===== src/rtl/rst_seq_ctrl_if.sv =====
// Reset sequencer bundle: software reset request, per-stage acks and the
// sequenced reset outputs with status. The sequencer is the slave side.
//
// Handshake: i_sw_rst_req is a one-clock request that the sequencer samples on
// a rising edge; no acknowledge is returned other than o_busy rising.
// i_stage_ack[k] is the stage's "init done" indication and is sampled only
// while the sequencer is waiting on stage k (whose o_rst_n[k] is already 1).
// It may be a level or a single-clock pulse. Any other ack bit is ignored.
interface rst_seq_ctrl_if #(
  parameter int N_STAGES = 4
);
  logic                i_sw_rst_req;
  logic [N_STAGES-1:0] i_stage_ack;
  logic [N_STAGES-1:0] o_rst_n;
  logic                o_ready;
  logic                o_busy;
  logic                o_timeout_err;
  logic [2:0]          o_state;

  modport master (
    output i_sw_rst_req, i_stage_ack,
    input  o_rst_n, o_ready, o_busy, o_timeout_err, o_state
  );

  modport slave (
    input  i_sw_rst_req, i_stage_ack,
    output o_rst_n, o_ready, o_busy, o_timeout_err, o_state
  );
endinterface


===== src/rtl/rst_seq_ctrl.sv =====
// Reset sequencer: asynchronous assert, synchronized release, then releases
// N_STAGES active-low resets one at a time, waiting for each stage's ack.
// A software request in DELAY/WAIT_ACK/RUN re-asserts everything and restarts.
module rst_seq_ctrl #(
  parameter int N_STAGES     = 4,
  parameter int SYNC_STAGES  = 2,
  parameter int STAGE_DLY    = 16,
  parameter int ACK_TIMEOUT  = 64,
  parameter int MIN_SW_PULSE = 8
) (
  input  logic          i_clk,
  input  logic          i_rst,
  rst_seq_ctrl_if.slave bus
);

  localparam int MAXC = (STAGE_DLY > ACK_TIMEOUT)
                        ? ((STAGE_DLY > MIN_SW_PULSE) ? STAGE_DLY : MIN_SW_PULSE)
                        : ((ACK_TIMEOUT > MIN_SW_PULSE) ? ACK_TIMEOUT : MIN_SW_PULSE);
  localparam int CW = $clog2(MAXC + 1);
  localparam int KW = (N_STAGES > 1) ? $clog2(N_STAGES) : 1;

  localparam logic [CW-1:0] DLY_LAST = CW'(STAGE_DLY - 1);
  localparam logic [CW-1:0] TO_LAST  = CW'(ACK_TIMEOUT - 1);
  localparam logic [CW-1:0] SW_LAST  = CW'(MIN_SW_PULSE - 1);
  localparam logic [KW-1:0] K_LAST   = KW'(N_STAGES - 1);

  typedef enum logic [2:0] {
    HOLD     = 3'd0,
    DELAY    = 3'd1,
    WAIT_ACK = 3'd2,
    RUN      = 3'd3,
    SW_RST   = 3'd4
  } state_t;

  state_t                 state;
  logic [CW-1:0]          cnt;
  logic [KW-1:0]          k;
  logic [N_STAGES-1:0]    rst_n_q;
  logic                   ready_q;
  logic                   busy_q;
  logic                   err_q;
  logic [SYNC_STAGES-2:0] sync_q;
  logic                   rst_sync;

  // Release synchronizer; the FSM state register acts as its final stage, so
  // HOLD is left on the SYNC_STAGES-th rising edge after i_rst falls.
  always_ff @(posedge i_clk or posedge i_rst) begin
    if (i_rst) sync_q <= '1;
    else       sync_q <= sync_q << 1;
  end

  assign rst_sync = sync_q[SYNC_STAGES-2];

  // Sequencing FSM with registered reset/status outputs. Each counter is
  // reloaded to zero on state entry and compared against (period - 1).
  always_ff @(posedge i_clk or posedge i_rst) begin
    if (i_rst) begin
      state   <= HOLD;
      cnt     <= '0;
      k       <= '0;
      rst_n_q <= '0;
      ready_q <= 1'b0;
      busy_q  <= 1'b1;
      err_q   <= 1'b0;
    end else begin
      case (state)
        HOLD: begin
          if (!rst_sync) begin
            state <= DELAY;
            cnt   <= '0;
            k     <= '0;
          end
        end
        DELAY: begin
          if (bus.i_sw_rst_req) begin
            state   <= SW_RST;
            cnt     <= '0;
            rst_n_q <= '0;
            ready_q <= 1'b0;
            busy_q  <= 1'b1;
          end else if (cnt == DLY_LAST) begin
            rst_n_q[k] <= 1'b1;
            state      <= WAIT_ACK;
            cnt        <= '0;
          end else begin
            cnt <= cnt + 1'b1;
          end
        end
        WAIT_ACK: begin
          if (bus.i_sw_rst_req) begin
            state   <= SW_RST;
            cnt     <= '0;
            rst_n_q <= '0;
            ready_q <= 1'b0;
            busy_q  <= 1'b1;
          end else if (bus.i_stage_ack[k] || (cnt == TO_LAST)) begin
            // A missed ack is flagged but the stage is treated as acked.
            if (!bus.i_stage_ack[k]) err_q <= 1'b1;
            cnt <= '0;
            if (k == K_LAST) begin
              state <= RUN;
            end else begin
              k     <= k + 1'b1;
              state <= DELAY;
            end
          end else begin
            cnt <= cnt + 1'b1;
          end
        end
        RUN: begin
          if (bus.i_sw_rst_req) begin
            state   <= SW_RST;
            cnt     <= '0;
            rst_n_q <= '0;
            ready_q <= 1'b0;
            busy_q  <= 1'b1;
          end else begin
            ready_q <= 1'b1;
            busy_q  <= 1'b0;
          end
        end
        SW_RST: begin
          // Requests arriving here are ignored; the pulse length is fixed.
          if (cnt == SW_LAST) begin
            state <= DELAY;
            cnt   <= '0;
            k     <= '0;
          end else begin
            cnt <= cnt + 1'b1;
          end
        end
        default: begin
          state <= HOLD;
        end
      endcase
    end
  end

  assign bus.o_rst_n       = rst_n_q;
  assign bus.o_ready       = ready_q;
  assign bus.o_busy        = busy_q;
  assign bus.o_timeout_err = err_q;
  assign bus.o_state       = state;

endmodule


===== src/flat_wrapper.sv =====
// flat-port wrapper written by rule: the top's interface ports become plain ports
module rst_seq_ctrl_flat 
#(
  parameter int N_STAGES     = 4,
  parameter int SYNC_STAGES  = 2,
  parameter int STAGE_DLY    = 16,
  parameter int ACK_TIMEOUT  = 64,
  parameter int MIN_SW_PULSE = 8
)
  (i_clk, i_rst, bus_i_sw_rst_req, bus_i_stage_ack, bus_o_rst_n, bus_o_ready, bus_o_busy, bus_o_timeout_err, bus_o_state);
  rst_seq_ctrl_if #(.N_STAGES(N_STAGES)) bus_i ();
  input  logic i_clk;
  input  logic i_rst;
  input wire logic [$bits(bus_i.i_sw_rst_req)-1:0] bus_i_sw_rst_req;
  input wire logic [$bits(bus_i.i_stage_ack)-1:0] bus_i_stage_ack;
  output wire logic [$bits(bus_i.o_rst_n)-1:0] bus_o_rst_n;
  output wire logic [$bits(bus_i.o_ready)-1:0] bus_o_ready;
  output wire logic [$bits(bus_i.o_busy)-1:0] bus_o_busy;
  output wire logic [$bits(bus_i.o_timeout_err)-1:0] bus_o_timeout_err;
  output wire logic [$bits(bus_i.o_state)-1:0] bus_o_state;
  assign bus_i.i_sw_rst_req = bus_i_sw_rst_req;
  assign bus_i.i_stage_ack = bus_i_stage_ack;
  assign bus_o_rst_n = bus_i.o_rst_n;
  assign bus_o_ready = bus_i.o_ready;
  assign bus_o_busy = bus_i.o_busy;
  assign bus_o_timeout_err = bus_i.o_timeout_err;
  assign bus_o_state = bus_i.o_state;
  rst_seq_ctrl #(.N_STAGES(N_STAGES), .SYNC_STAGES(SYNC_STAGES), .STAGE_DLY(STAGE_DLY), .ACK_TIMEOUT(ACK_TIMEOUT), .MIN_SW_PULSE(MIN_SW_PULSE)) u_core (.i_clk(i_clk), .i_rst(i_rst), .bus(bus_i));
endmodule

===== config.mk =====
export PLATFORM = sky130hd
export DESIGN_NAME = rst_seq_ctrl_flat
export DESIGN_NICKNAME = d
export VERILOG_FILES = /design/src/rtl/rst_seq_ctrl_if.sv /design/src/rtl/rst_seq_ctrl.sv /design/src/flat_wrapper.sv
export SDC_FILE = /design/constraint.sdc
export NUM_CORES = 1
export LEC_CHECK = 0
export BUFFER_PORTS_ARGS = -buffer_cell sky130_fd_sc_hd__clkbuf_2
export CAP_MARGIN = 20
export CELL_PAD_IN_SITES_DETAIL_PLACEMENT = 1
export CELL_PAD_IN_SITES_GLOBAL_PLACEMENT = 1
export CORE_AREA = 5 5 64 66
export CTS_CLUSTER_SIZE = 30
export DETAILED_ROUTE_END_ITERATION = 10
export DIE_AREA = 0 0 69 71
export PLACE_DENSITY = 0.68
export SLEW_MARGIN = 40
export SYNTH_ARGS = -nofsm -noshare
export SYNTH_HDL_FRONTEND = slang
export SYNTH_SLANG_ARGS = --single-unit
export TNS_END_PERCENT = 1

===== constraint.sdc =====
create_clock -name i_clk -period 2.8 [get_ports i_clk]
set_input_delay 0 -clock i_clk [delete_from_list [all_inputs] [get_ports i_clk]]
set_output_delay 0 -clock i_clk [all_outputs]
set_load 0.02 [all_outputs]

# After elaboration in Yosys (flattened, before gate mapping)
# Cells that the tools add are included.
# word_totals
reg_bits,20
output_inout_bits,10
# op_classes
addsub,2
order_cmp,2
eq_ne,18
n_mux,37
bitwise_logic,3
n_reduce_logical,15
# op_table
operator,n
$mux W7,7
$pmux W7 S5,1
$mux W3,7
$pmux W3 S5,1
$mux W2,6
$mux W4,3
$ne A2 B1 Y1 const B,4
$ne A2 B2 Y1 const B,4
$pmux W4 S2,1
$add A7 B1 Y7 const B,1
$eq A7 B3 Y1 const B,1
$eq A7 B4 Y1 const B,1
$eq A7 B6 Y1 const B,1
$eq A3 B2 Y1 const B,2
$mux W1,6
$ne A3 B2 Y1 const B,2
$pmux W2 S3,1
$reduce_and A3 Y1,2
$reduce_and A6 Y1,1
$reduce_and A5 Y1,1
$reduce_bool A5 Y1,1
$or A4 B4 Y4,1
$pmux W1 S2,2
$reduce_and A4 Y1,1
other kinds (16),19

# Depth between registers and ports, before layout
# Gate-level depths: netlist (run 1).
# logic_depth
depth_word,8
mapped_depth,6

# Worst setup path after synthesis (run 1)
# No wires, ideal clock.
# synth_path
kind,register -> register
from,register u_core.cnt[0]
to,register u_core.cnt[3]
arrival_ps,1974
path_slack_ps,708
stages_incl_launch_ff,7
n_path_buf,0
cell_sequence,dfrtp_1 -> ha_1 -> or4b_1 -> o311a_1 -> a221oi_4 -> o21ai_0 -> a21o_1
# synth_via
elab_chain_len,5
word_cells_on_any_way,11
cone_classes,add/sub (1); eq/ne (3); mux (6); reduce/logical (1)
# synth_rtl
item,line_no,source
from (decl),rst_seq_ctrl.sv:36,logic [CW-1:0] cnt;
from (signal assigned),rst_seq_ctrl.sv:86,cnt <= cnt + 1'b1;
from (signal assigned),rst_seq_ctrl.sv:107,cnt <= cnt + 1'b1;
from (signal assigned),rst_seq_ctrl.sv:129,cnt <= cnt + 1'b1;
"parallel branches: the longest is 4 deep, another holds $add A7 B1 Y7",-,
$pmux W7 S5 (*),rst_seq_ctrl.sv:66,case (state)
# Every way passes the cells marked *.
# A chain may end at the register's enable or synchronous reset.

# Final worst setup path (run 1)
# Ends and elaborated chain as after synthesis.

==> summary.txt, run 1 <==
Run status
  – Result of the run: finished, final reports clean

Clock tree
  – CTS buffer count: 3
  – CTS sink cnt: 20
  – TritonCTS clock tree: built
  – Root Driver: clkbuf_4
  – Setup bufs post-CTS: 0
  – Skew-Pair Late Insertion Delay: 0.31 ns
  – PostCTS Resize Cnt: 0
  – Clk buf depth: 2
  – CTS H-tree depth: 1
  – Clock transition at path regs: 0.13 ns

Pwr
  – Worst VDD drop: 0.263 mV
  – Sw frac: 42.0%
  – Pwr dens: just under 900 nW/um^2
  – Int Power: between 600 and 700 uW
  – Flop pwr share: 38.9%
  – Power share of the clock group: 20.3%
  – Combinational share of power: 40.8%
  – Leakage power: 0.636 nW
  – Switching pwr: 507 uW

STA
  – Max Fclk: 420 MHz
  – Minimum clock period: 2.38 ns
  – Slew Limit Fails: 0
  – Setup violations, final: 0
  – RSZ-0062 raised after global routing: no
  – Share of the clock period used by the worst path: 84.9%
  – Setup_tns: 0 ns
  – Max-slew headroom: 48.7%
  – Final hold violations: 0
  – Final WS setup: about 0.42 ns
  – Slew @ Worst Pin: 0.759 ns
  – Post-Route Skew: approximately 0.0077 ns

Cells and area
  – Most frequent cells in the layout: 18 x dfrtp_1, 16 x clkbuf_2, 11 x nor2_1, 10 x o21ai_0, 8 x a21oi_1
  – Layout cells sized above 1: 21.6%
  – Design Area, Final: 1350 sq um
  – Final net count: roughly 150
  – Multi-input gate area: 614 sq um
  – Storage cell area: 503 sq um
  – Layout filler cell count: between 400 and 500
  – Most common cell after layout, fill and taps aside: dfrtp_1
  – Area grow syn2layout: 15.7%
  – Ant diodes: 0

Critical path
  – CP Capture Type: flip-flop
  – Cell Chain, Critical Path: ha_1 > or4b_1 > o311a_1 > a221oi_4 > o21ai_0 > a21o_1
  – WS Path Type: flip-flop to flip-flop
  – Critical path's slowest cell: or4b_1
  – Crit Path Max Fanout: 9
  – Worst path required time: ~3.0 ns
  – WP data arrival: 2.59 ns
  – CP peak stage delay: about 0.51 ns
  – CP Launch Type: flip-flop

Floorplanning
  – Initial Utilization: around a third
  – Io pins: 17
  – Row count: 22
  – Full die area: about 5000 sq um
  – Die Ht: roughly 71 microns
  – Core Area: between 3000 and 4000 sq um
  – Die width: 69 microns

Synthesis
  – Synthesized Nets: 135
  – Mapped Area: about 1200 sq um
  – Ys async rst share: 100%
  – Cells after synthesis: 123
  – Distinct cells, synth: 40
  – Sequential-to-total area share from yosys stat: 43.0%
  – Synth warn: 0
  – Top FF cell, synth: dfrtp_1
  – EDFF count, synth: 0
  – Syn_area_per_cell: about 9.5 sq um
  – Yosys reg bits: 20

Global route
  – Number of global-route vias before repair: 1100
  – Initial antenna violation count: 0
  – First-pass GRT wire length: 5230 microns
  – Largest net degree at the start of global routing: 22
  – GRT Resource Usage Total: 13.0%
  – Grt ovf: 0

Routing
  – Routed Antenna Nets: 0
  – Vias per inst: 5.36
  – DR WL/cell: 15.7 microns
  – DRC: 0
  – Routed wire length: a little under 3000 microns
  – DR iter-0 viols: slightly below 100
  – First-pass iteration count of the detailed router: 4
  – Total number of vias: 1003

Placed design
  – Pre-CTS setup slack: 0.473 ns
  – IO buf count: 16
  – DP HPWL: roughly 2100 microns
  – Final Wtd Congestion: ~0.80
  – Placement-stage cell area: approximately 1300 sq um

Hold path
  – HP Class: input pin to flip-flop

Flow run
  – Max Cap Viol: 0
## layout make-up
cell class	count	area share (%)
Timing Repair Buffer	17	6.65
Multi-Input combinational cell	89	45.4
Sequential cell	20	37.2
Clock inverter	1	2.22
Tap cell	48	4.44
Clock buffer	3	1.66
Inverter	9	2.50
## logic make-up after synthesis
group / synth area share [%]
adders and majority gates: 5.35
DFF: 43.0
AOI/OAI and AO/OA: 22.2
buffers and inverters: 4.49
muxes: 3.74
and+or+nand+nor: 20.9
other: 0.321
## synthesized netlist by cell type (2+ instances only)
| library cell | n | area share [%] |
|---|---|---|
| dfrtp_1 | 18 | 39 |
| nor2_1 | 11 | 3.5 |
| o21ai_0 | 10 | 4.3 |
| a21oi_1 | 8 | 3.4 |
| inv_1 | 8 | 2.6 |
| nand2_1 | 7 | 2.2 |
| a21o_1 | 5 | 3.2 |
| clkbuf_1 | 5 | 1.6 |
| ha_1 | 5 | 5.3 |
| and3_1 | 4 | 2.1 |
| nor3_1 | 4 | 1.7 |
| a22o_1 | 3 | 2.2 |
| nor3b_1 | 3 | 1.9 |
| nor4b_1 | 3 | 2.2 |
| dfstp_2 | 2 | 4.5 |
| nand3_1 | 2 | 0.86 |
| nor2b_1 | 2 | 1.1 |
## repair_timing
action | in CTS | in global routing
endpoints found under the setup margin | 0 | 0
endpoints found under the hold margin | 18 | 0
hold buffers | 1 | 0
## path summary, 6_finish.rpt
kind / start / endpoint / cells past startpoint / slack, ns
hold / removal: bus_i_sw_rst_req / u_core.bus.o_ready / 2 / 0.03
setup reg to reg: u_core.cnt[0] / u_core.cnt[3] / 6 / 0.42
min in group asynchronous: i_rst / u_core.cnt[6] / 3 / 0.21
hold reg to reg: u_core.bus.o_timeout_err / u_core.bus.o_timeout_err / 1 / 0.48
max in group asynchronous: i_rst / u_core.bus.o_busy / 3 / 2.25
setup / recovery: u_core.cnt[0] / u_core.cnt[3] / 6 / 0.42
## worst max-delay path, delay by kind of cell, from the launching register on
family | cells | cell delay (ns)
compound gates | 4 | 1.10
fa+ha+maj | 1 | 0.25
simple gates | 1 | 0.51
flops | 1 | 0.40
## power by group through the flow
stage | Clock [mW] | Combinational (mW) | Sequential (mW)
floorplan | 0 | 0.359 | 0.465
global placement | 0 | 0.485 | 0.466
detailed placement | 0 | 0.500 | 0.472
CTS | 0.249 | 0.502 | 0.466
global route | 0.259 | 0.561 | 0.483
finish | 0.244 | 0.492 | 0.469
## flip-flops by register name, indices dropped and copies added, names as in the netlist
name / flops
u_core.cnt: 7
u_core.bus.o_rst_n: 4
u_core.bus.o_state: 3
u_core.k: 2
u_core.bus.o_busy: 1
u_core.bus.o_ready: 1
u_core.bus.o_timeout_err: 1
u_core.rst_sync: 1
## through the flow
stage	power [mW]	hold WS (ns)	instances	util, %
floorplan	0.825	-0.0377	123	-
global placement	0.951	0.177	182	36.6
detailed placement	0.971	0.181	182	36.6
CTS	1.22	0.0243	187	38.4
global route	1.30	0.0747	187	38.4
finish	1.21	0.0349	187	38.4
## layer usage
layer	track usage, %	wire [microns]
met1	16.9	1340
met2	22.1	1450
met3	1.85	97
met4	4.56	44
met5	0	0
No activity file was read; power rests on OpenSTA's default activity.
==> run 2, diff against run 1 <==
Clock period 2.8 ns to 2.25 ns, I/O delays scaled along.
==> run 2 against run 1 <==
Net effect:
- first-iteration DRC count down 19%
- setup slack worse by 0.33 ns
- combinational power rose by 52%
- cell count grew 5.9%
- non-clock buffer count grew 11
- sequential power is 20% higher
- register-to-register slack got worse by 0.33 ns
- fmax increased by 10%
- via count increased by 5.1%
- die area stayed put
- highest routed layer unchanged
- clock skew is 0.0056 ns lower
==> summary.txt, run 2 (synthesis gave the netlist of run 1 again) <==
STA
  – Final hold violations: 0
  – Setup_tns: 0 ns
  – Slew @ Worst Pin: 0.583 ns
  – Max Fclk: 463 MHz
  – Final WS setup: 0.0885 ns
  – Setup violations, final: 0
  – Minimum clock period: between 2 and 2.5 ns
  – Share of the clock period used by the worst path: between 90% and 100%
  – Max-slew headroom: 60.8%
  – Post-Route Skew: approximately 0.0021 ns
  – Slew Limit Fails: 0
  – Worst hold slack: 0.0407 ns

Run status
  – Result of the run: finished, final reports clean

Global route
  – First-pass GRT wire length: 5380 microns
  – Largest net degree at the start of global routing: 21
  – Grt ovf: 0
  – Initial antenna violation count: 0
  – GRT Resource Usage Total: a little over an eighth
  – Number of global-route vias before repair: 1108

Critical path
  – Worst flop-to-flop path startpoint: u_core.cnt[0]
  – Reg2Reg Setup Slack: 0.09 ns
  – Reg2Reg Depth: 7
  – Critical path's slowest cell: or4b_4
  – Cell Chain, Critical Path: ha_1 > or4b_4 > o311a_1 > a221oi_4 > buf_12 > o21ai_0 > a21o_1
  – CP top delay family: compound AO/OA/AOI/OAI gates
  – WP data arrival: 2.38 ns
  – CP Launch Type: flip-flop
  – WS Path Type: flip-flop to flip-flop
  – CP peak stage delay: 0.48 ns
  – Worst path required time: 2.47 ns
  – RR Endpoint: u_core.cnt[5]
  – Worst Path Buf+Inv: 1
  – CP Capture Type: flip-flop
  – Crit Path Max Fanout: 9

Floorplanning
  – Full die area: 4900 sq um
  – Core Area: 3520 sq um
  – Initial Utilization: 33.2%
  – Row count: 22
  – Die Ht: approximately 70 microns
  – Io pins: 17
  – Die width: between 60 and 70 microns

Routing
  – Routed Antenna Nets: 0
  – Met3 WL: 89 microns
  – Met1 wire length: 1410 microns
  – Uppermost layer routed: met4
  – DR iter-0 viols: 79
  – Routed wire length: 3150 microns
  – First-pass iteration count of the detailed router: 3
  – Total number of vias: 1054
  – Vias per inst: 5.32
  – Detail Route met2 WL: 1610 microns
  – DRC: 0
  – DR WL/cell: 15.9 microns

Clock tree
  – Clock transition at path regs: 0.12 ns
  – Skew-Pair Late Insertion Delay: 0.31 ns
  – CTS H-tree depth: 1
  – CTS sink cnt: 20
  – Clk buf depth: 2
  – CTS buffer count: 3
  – Root Driver: clkbuf_4
  – TritonCTS clock tree: built

Pwr
  – Worst VDD drop: ~0.33 mV
  – Int Power: 955 uW
  – Combinational share of power: between 40 and 50%
  – Leakage power: 0.704 nW
  – Pwr dens: ~1100 nW/um^2
  – Switching pwr: 658 uW
  – Sw frac: 40.8%
  – Power share of the clock group: 18.7%
  – Flop pwr share: 35.0%
  – Post-layout power: approximately 1.6 mW

Cells and area
  – Most common cell after layout, fill and taps aside: dfrtp_1
  – Area grow syn2layout: 24.7%
  – Post-layout util: 41.4%
  – Ant diodes: 0
  – Layout cells sized above 1: 28.7%
  – Largest register FFs: 7
  – Most frequent cells in the layout: 18 x dfrtp_1, 16 x clkbuf_2, 11 x nor2_1, 10 x o21ai_0, 10 x buf_4
  – Register with the most flip-flops: u_core.cnt
  – Final net count: around 160

Placed design
  – Final Wtd Congestion: 0.784
  – Pre-CTS setup slack: -0.0155 ns
  – DP HPWL: 2300 microns
  – IO buf count: 16

Hold path
  – Hold Path Origin: bus_i_sw_rst_req
  – Hold path depth: 2
  – Worst min-delay path endpoint: u_core.bus.o_ready
  – HP Class: input pin to flip-flop

Flow run
  – Max Cap Viol: 0
run 2: layer usage:
metal | global-route usage [%] | vias up
met1 | 16.9 | 534
met5 | 0 | -
li1 | - | 502
met3 | 2.98 | 2
met4 | 4.56 | 0
met2 | 23.7 | 16
run 2: final cells by class:
cell class,instances,area (sq um)
inverter,9,33.8
sequential,20,503
multi-input combinational,89,624
tap,48,60.1
clock buffer,3,22.5
clock inverter,1,30.0
timing repair buffer,28,185
fill,436,2060
run 2: stage by stage:
step / cells / cell area [sq um]
after detailed placement: 190 / 1350
final: 198 / 1460
after global routing: 198 / 1460
after CTS: 196 / 1430
after floorplan: 123 / 1170
after global placement: 190 / 1350
run 2: worst reg2reg max path: stages, from the launching register on:
cell,delay [ns]
dfrtp_1,0.39
ha_1,0.17
or4b_4,0.48
o311a_1,0.36
a221oi_4,0.24
buf_12,0.16
o21ai_0,0.09
a21o_1,0.19
run 2: how the worst max path moves through the flow:
stage	from	to	slack, ns	cells past startpoint
finish	u_core.cnt[0]	u_core.cnt[5]	0.09	7
global route	u_core.cnt[0]	u_core.cnt[3]	-0.0002	7
CTS	u_core.cnt[0]	u_core.cnt[5]	0.05	7
detailed placement	u_core.cnt[0]	u_core.cnt[5]	-0.02	6
global placement	u_core.cnt[0]	u_core.cnt[3]	0.08	6
floorplan	u_core.cnt[0]	u_core.cnt[3]	0.16	6
run 2: repair_timing:
action / 4_1_cts / 5_1_grt
hold buffers: 1 / 0
buffers inserted: 1 / 2
endpoints found under the hold margin: 18 / 0
gates resized for setup: 1 / 2
cloned: 0 / 0
endpoints found under the setup margin: 5 / 4
run 2: power by group through the flow:
stage	registers, mW	logic [mW]	clock network [mW]
after floorplan	0.579	0.447	0
after global placement	0.563	0.655	0
after detailed placement	0.572	0.680	0
after CTS	0.566	0.739	0.309
after global routing	0.583	0.826	0.322
final	0.564	0.748	0.301
